==> config.mk <==
export PLATFORM = sky130hd
export DESIGN_NAME = i2c_master_bit_ctrl
export DESIGN_NICKNAME = d
export VERILOG_FILES = /design/src/rtl/i2c_master_bit_ctrl.sv
export SDC_FILE = /design/constraint.sdc
export NUM_CORES = 1
export LEC_CHECK = 0
export CAP_MARGIN = 10
export CORE_MARGIN = 2
export CORE_UTILIZATION = 49
export CTS_CLUSTER_SIZE = 40
export DETAILED_ROUTE_END_ITERATION = 10
export GPL_ROUTABILITY_DRIVEN = 0
export GPL_TIMING_DRIVEN = 0
export PLACE_DENSITY = 0.76
export SYNTH_ARGS = -nofsm -noshare
export SYNTH_HDL_FRONTEND = slang
export SYNTH_SLANG_ARGS = --single-unit
==> constraint.sdc <==
create_clock -name Clk -period 2 [get_ports Clk]
set_input_delay 0.4 -clock Clk [delete_from_list [all_inputs] [get_ports Clk]]
set_output_delay 0.4 -clock Clk [all_outputs]
set_load 0.05 [all_outputs]
==> src/rtl/i2c_master_bit_ctrl.sv <==
`timescale 1ns/1ps
// ---------------------------------------------------------------------------
// i2c_master_bit_ctrl
//
// Bit-level engine of the I2C master. Executes one bit command at a time
// (START, STOP, WRITE, READ) by stepping the open-drain SCL/SDA enables
// through timed phases. Each phase lasts Clk_cnt+1 Clk cycles.
//
// Optional feature macro: I2C_CLK_STRETCH_EN
//   defined   : the prescaler stalls while SCL is released but still low
//               (slave clock stretching).
//   undefined : phases are always exactly Clk_cnt+1 cycles.
//
// Ports
//   Clk, Rst_n         clock, asynchronous active-low reset
//   Ena                core enable (gates acceptance of new commands)
//   Clk_cnt            phase length minus one
//   Bit_cmd, Bit_txd   command (NOP/START/STOP/WRITE/READ) and write bit
//   Bit_ack            one-cycle pulse, command completed
//   Bit_rxd            SDA sampled at the SCL high phase of READ/WRITE
//   I2C_al             one-cycle pulse, arbitration lost
//   Busy               bus busy between a START and a STOP seen on the bus
//   Scl_i, Sda_i       asynchronous pad inputs
//   Scl_o, Sda_o       constant 0 (open drain)
//   Scl_oen, Sda_oen   active-low output enables, 1 releases the line
// ---------------------------------------------------------------------------
module i2c_master_bit_ctrl #(
   parameter int CNT_W = 16
) (
   input  logic             Clk,
   input  logic             Rst_n,
   input  logic             Ena,
   input  logic [CNT_W-1:0] Clk_cnt,
   input  logic [3:0]       Bit_cmd,
   input  logic             Bit_txd,
   output logic             Bit_ack,
   output logic             Bit_rxd,
   output logic             I2C_al,
   output logic             Busy,
   input  logic             Scl_i,
   input  logic             Sda_i,
   output logic             Scl_o,
   output logic             Sda_o,
   output logic             Scl_oen,
   output logic             Sda_oen
);

   localparam logic [3:0] CMD_START = 4'b0001;
   localparam logic [3:0] CMD_STOP  = 4'b0010;
   localparam logic [3:0] CMD_WRITE = 4'b0100;
   localparam logic [3:0] CMD_READ  = 4'b1000;

   typedef enum logic [4:0] {
      ST_IDLE,
      ST_START_A, ST_START_B, ST_START_C, ST_START_D, ST_START_E,
      ST_STOP_A,  ST_STOP_B,  ST_STOP_C,  ST_STOP_D,
      ST_WR_A,    ST_WR_B,    ST_WR_C,    ST_WR_D,
      ST_RD_A,    ST_RD_B,    ST_RD_C,    ST_RD_D
   } state_t;

   state_t           state_reg;
   logic [CNT_W-1:0] cnt_reg;
   logic [3:0]       cmd_reg;
   logic             txd_reg;
   // [0],[1] synchronizer, [2] previous synchronized value
   logic [2:0]       scl_sync_reg;
   logic [2:0]       sda_sync_reg;
   // Sda_oen delayed by the synchronizer depth, so the arbitration check
   // only compares SDA against a release the synchronizer has had time to see.
   logic [1:0]       sda_oen_dly_reg;

   logic scl_s, sda_s, scl_prev, sda_prev;
   logic start_cond, stop_cond, sda_chk, al_now, stall;

   assign Scl_o = 1'b0;
   assign Sda_o = 1'b0;

   assign scl_s    = scl_sync_reg[1];
   assign sda_s    = sda_sync_reg[1];
   assign scl_prev = scl_sync_reg[2];
   assign sda_prev = sda_sync_reg[2];

   // Bus conditions require SCL high on both samples so SDA moved while SCL stayed high
   assign start_cond = scl_s & scl_prev & sda_prev & ~sda_s;
   assign stop_cond  = scl_s & scl_prev & ~sda_prev & sda_s;

   assign sda_chk = ((state_reg == ST_WR_C) & txd_reg) |
                    (state_reg == ST_STOP_C) | (state_reg == ST_STOP_D);

   assign al_now = (sda_chk & Sda_oen & sda_oen_dly_reg[1] & scl_s & ~sda_s) |
                   ((state_reg != ST_IDLE) & stop_cond & (cmd_reg != CMD_STOP));

`ifdef I2C_CLK_STRETCH_EN
   assign stall = Scl_oen & ~scl_s;
`else
   assign stall = 1'b0;
`endif

   always_ff @(posedge Clk or negedge Rst_n) begin
      if (!Rst_n) begin
         state_reg       <= ST_IDLE;
         cnt_reg         <= '0;
         cmd_reg         <= 4'b0000;
         txd_reg         <= 1'b0;
         scl_sync_reg    <= 3'b111;
         sda_sync_reg    <= 3'b111;
         sda_oen_dly_reg <= 2'b11;
         Scl_oen         <= 1'b1;
         Sda_oen         <= 1'b1;
         Bit_ack         <= 1'b0;
         Bit_rxd         <= 1'b0;
         I2C_al          <= 1'b0;
         Busy            <= 1'b0;
      end else begin
         scl_sync_reg    <= {scl_sync_reg[1:0], Scl_i};
         sda_sync_reg    <= {sda_sync_reg[1:0], Sda_i};
         sda_oen_dly_reg <= {sda_oen_dly_reg[0], Sda_oen};
         Bit_ack         <= 1'b0;
         I2C_al          <= 1'b0;

         if (start_cond)
            Busy <= 1'b1;
         else if (stop_cond)
            Busy <= 1'b0;

         if (al_now) begin
            state_reg <= ST_IDLE;
            Scl_oen   <= 1'b1;
            Sda_oen   <= 1'b1;
            I2C_al    <= 1'b1;
         end else if (state_reg == ST_IDLE) begin
            // Bit_ack high means the upstream command is still the one just done
            if (Ena && !Bit_ack) begin
               cmd_reg <= Bit_cmd;
               txd_reg <= Bit_txd;
               cnt_reg <= Clk_cnt;
               case (Bit_cmd)
                  CMD_START: begin state_reg <= ST_START_A; Sda_oen <= 1'b1; end
                  CMD_STOP:  begin state_reg <= ST_STOP_A;  Scl_oen <= 1'b0; Sda_oen <= 1'b0; end
                  CMD_WRITE: begin state_reg <= ST_WR_A;    Scl_oen <= 1'b0; Sda_oen <= Bit_txd; end
                  CMD_READ:  begin state_reg <= ST_RD_A;    Scl_oen <= 1'b0; Sda_oen <= 1'b1; end
                  default:   state_reg <= ST_IDLE;
               endcase
            end
         end else if (stall) begin
            cnt_reg <= cnt_reg;
         end else if (cnt_reg != '0) begin
            cnt_reg <= cnt_reg - CNT_W'(1);
         end else begin
            cnt_reg <= Clk_cnt;
            case (state_reg)
               ST_START_A: begin state_reg <= ST_START_B; Scl_oen <= 1'b1; Sda_oen <= 1'b1; end
               ST_START_B: begin state_reg <= ST_START_C; Scl_oen <= 1'b1; Sda_oen <= 1'b0; end
               ST_START_C: begin state_reg <= ST_START_D; Scl_oen <= 1'b1; Sda_oen <= 1'b0; end
               ST_START_D: begin state_reg <= ST_START_E; Scl_oen <= 1'b0; Sda_oen <= 1'b0; end
               ST_STOP_A:  begin state_reg <= ST_STOP_B;  Scl_oen <= 1'b1; Sda_oen <= 1'b0; end
               ST_STOP_B:  begin state_reg <= ST_STOP_C;  Scl_oen <= 1'b1; Sda_oen <= 1'b0; end
               ST_STOP_C:  begin state_reg <= ST_STOP_D;  Scl_oen <= 1'b1; Sda_oen <= 1'b1; end
               ST_WR_A:    begin state_reg <= ST_WR_B;    Scl_oen <= 1'b1; end
               ST_WR_B:    begin state_reg <= ST_WR_C;    Bit_rxd <= sda_s; end
               ST_WR_C:    begin state_reg <= ST_WR_D;    Scl_oen <= 1'b0; end
               ST_RD_A:    begin state_reg <= ST_RD_B;    Scl_oen <= 1'b1; end
               ST_RD_B:    begin state_reg <= ST_RD_C;    Bit_rxd <= sda_s; end
               ST_RD_C:    begin state_reg <= ST_RD_D;    Scl_oen <= 1'b0; end
               ST_START_E, ST_STOP_D, ST_WR_D, ST_RD_D: begin
                  state_reg <= ST_IDLE;
                  Bit_ack   <= 1'b1;
               end
               default:    state_reg <= ST_IDLE;
            endcase
         end
      end
   end

endmodule

==> impl_metrics.py <==
metrics = {
    "timing": {
        "drv_slew": 0,
        "worst_clock_skew_ps": 5.11,
        "timing.final.crit_share": 1.10,
        "rsz0062_at_grt": "yes",
        "setup_tns_ps": -3330,
        "hold_viol_final": 0,
        "finalCriticalPeriod_ps": 2200,
        "hold_ws_ps": 209,
        "max_slew_margin": 0.398,
        "tightest_slew_ps": 904,
        "setup_ws_ps": -199,
        "finalSetupViolations": 29,
        "max_freq_ghz": 0.455,
    },
    "floorplan": {
        "core_area_um2": 4750,
        "rows": 25,
        "io-pin-count": 34,
        "start_util": 0.511,
        "die_h_um": 74.4,
        "die_w_um": 74.4,
        "die-area_um2": 5540,
    },
    "detailed_routing": {
        "wire_per_inst_um": 18.5,
        "avgViaCountPerCell": 6.21,
        "via_count": 2414,
        "ant_nets": 0,
        "wl_mm": 7.21,
        "dr.pass1.iters": 4,
        "drtIter0Drc": 229,
        "drc": 0,
    },
    "place": {
        "dp.cells": 355,
        "place_ws_ps": -518,
        "numPortBuffers": 30,
        "dp_hpwl_mm": 4.33,
    },
    "pwr": {
        "switching_share": 0.431,
        "pwr-share-comb": 0.592,
        "internal_power_mw": 3.11,
        "power.share.sequential": 0.281,
        "irDropWorstVdd_mv": 1.03,
        "pwr-share-clk": 0.127,
        "power.leakage_nw": 1.38,
        "finalPower_mw": 5.47,
        "p_sw_mw": 2.36,
        "power.density_nw_per_um2": 1550,
    },
    "cts": {
        "cts_tree": "done",
        "cts_made_buffers": 5,
        "cts_buffer_depth": 2,
        "clkTransAtPathRegs_ps": 90,
        "clock_latency_ps": 300,
        "numClockSinks": 40,
        "hold_buffers": 0,
        "clockRootBuffer": "clkbuf_8",
        "cts.htree.levels": 2,
    },
    "setup_path": {
        "cp.arrival_ps": 2440,
        "worstPathRequired_ps": 2240,
        "end_kind": "flip-flop",
        "worst-r2r-cell-count": 8,
        "worstSetupPathType": "reg -> reg",
        "slowest_stage": "or4_4",
        "max_stage_delay_ps": 610,
        "critPathLaunchType": "flip-flop",
        "crit_fanout": 6,
        "crit_chain": "or4_4, nor2_4, o21a_4, inv_4, buf_6, buf_8, nor4_1, a311o_1",
    },
    "layout": {
        "drive_above_1_share": 0.366,
        "fin_nets": 349,
        "final_cell_count_no_fill": 389,
        "antennaDiodeCount": 0,
        "syn_to_final_growth_pct": 45.0,
        "largest_register_ffs": 16,
    },
    "synth": {
        "syn_inst": 257,
        "synth_seq_cells": 40,
        "synth_enable_flop_cells": 0,
        "yosysSeqAreaShare": 0.417,
        "netlist_area_um2": 2430,
        "synth_flop_cell": "dfrtp_1",
        "ys_types": 60,
        "async_flop_share": 1.00,
        "yosys_warnings": 0,
        "postSynthAreaPerCell_um2": 9.46,
    },
    "job": {
        "cap_violations": 0,
    },
    "global_route": {
        "grt_usage": 0.268,
        "grt_max_degree": 41,
        "grt_pass1_wl_mm": 11.2,
        "antenna_found_initial": 0,
        "gr-total-overflow": 0,
        "grt_pass1_vias": 2365,
    },
    "worst_hold_path": {
        "hold_path_class": "in -> async",
    },
    "outcome": {
        "status": "complete, but fails checks",
        "violations": "negative setup slack",
    },
}
==> power groups by stage <==
stage	logic [mW]	registers, mW	clock network [mW]
floorplan	1.70	1.45	0
global placement	2.24	1.45	0
detailed placement	2.28	1.46	0
CTS	2.87	1.48	0.705
global route	3.47	1.57	0.737
finish	3.23	1.54	0.696
==> worst max-delay path, delay by kind of cell, from the launching register on <==
kind,cells,cell delay [ps]
AOI/OAI and AO/OA,2,320
and+or+nand+nor,3,1070
buffers and inverters,3,300
DFF,1,440
==> area by class of cell <==
| class | count | area, µm² |
|---|---|---|
| Clock buffer | 5 | 68.8 |
| Tap cell | 67 | 83.8 |
| Inverter | 7 | 28.8 |
| Timing Repair Buffer | 58 | 553 |
| Clock inverter | 3 | 46.3 |
| Multi-Input combinational cell | 192 | 1610 |
| Buffer | 17 | 124 |
| Fill cell | 345 | 1230 |
| Sequential cell | 40 | 1010 |
==> path summary, 6_finish.rpt <==
path | start | end | slack (ps)
setup / recovery | state_reg[1] | cnt_reg[0] | -200
hold / removal | Rst_n | state_reg[0] | 210
max in group asynchronous | Rst_n | Bit_rxd | 1210
min in group Clk | scl_sync_reg[0] | scl_sync_reg[1] | 360
hold reg to reg | scl_sync_reg[0] | scl_sync_reg[1] | 360
setup reg to reg | state_reg[1] | cnt_reg[0] | -200
==> metal layers <==
| metal | GRT usage | routed length, µm |
|---|---|---|
| met2 | 0.482 | 3720 |
| met3 | 0.0474 | 463 |
| met4 | 0.137 | 201 |
| met5 | 0 | 0 |
| met1 | 0.303 | 2820 |
==> cell usage after synthesis, types with 3 or more instances <==
| library cell | n | area (µm²) |
|---|---|---|
| o22a_1 | 4 | 35.0 |
| nor4_1 | 9 | 56.3 |
| or3b_2 | 4 | 35.0 |
| clkbuf_1 | 14 | 52.6 |
| a2bb2oi_1 | 4 | 35.0 |
| mux2i_1 | 5 | 50.1 |
| nor2_1 | 17 | 63.8 |
| or3_1 | 4 | 25.0 |
| o21ai_0 | 13 | 65.1 |
| nand3_1 | 5 | 25.0 |
| mux2_2 | 6 | 67.6 |
| a311oi_1 | 3 | 26.3 |
| a31oi_1 | 4 | 25.0 |
| nand4_1 | 4 | 25.0 |
| nand2b_1 | 3 | 18.8 |
| nor2_2 | 3 | 18.8 |
| a211oi_1 | 6 | 45.0 |
| dfstp_2 | 10 | 263 |
| dfrtp_1 | 30 | 751 |
| nor3_1 | 16 | 80.1 |
| inv_1 | 7 | 26.3 |
| o22ai_1 | 5 | 31.3 |
| o211ai_1 | 9 | 67.6 |
| o2bb2ai_1 | 6 | 52.6 |
| nand2_1 | 9 | 33.8 |
| nor4b_1 | 3 | 26.3 |
| a21oi_1 | 9 | 45.0 |
==> per-stage QoR <==
stage	cell area (µm²)	util
floorplan	2470	-
global placement	2850	0.600
detailed placement	2850	0.599
CTS	3360	0.706
global route	3530	0.742
finish	3530	0.742
==> logic make-up after synthesis <==
kind of cell	after synthesis	synth area share
AND/OR/NAND/NOR	94	0.230
AO/OA/AOI/OAI	81	0.238
flip-flops	40	0.417
buffers and inverters	26	0.0473
multiplexers	11	0.0484
adder cells (fa/ha/maj)	2	0.0103
XOR/XNOR	2	0.00721
other	1	0.00154
==> what timing repair did <==
action	in CTS	in global routing
cloned	1	0
setup endpoints to repair	32	30
pin swaps	14	15
gates resized for setup	64	20
endpoints found under the hold margin	0	0
setup buffers	19	8
==> placed cells by master (no fill, tap or decap), types with 4 or more instances in the layout <==
cell             instances
dfrtp_1                 30
clkdlybuf4s50_1         27
buf_4                   23
nor2_1                  16
nor3_1                  12
dfstp_2                 10
o21ai_0                 10
clkbuf_8                 9
o211ai_1                 9
a21oi_1                  8
nand2_1                  7
nor4_2                   6
clkbuf_1                 6
mux2_4                   6
nand3_1                  5
buf_6                    5
o22ai_1                  5
mux2i_1                  5
o2bb2ai_1                5
nand4_1                  4
a211oi_2                 4
o22a_1                   4
inv_1                    4
(Power assumes the default switching activity.)
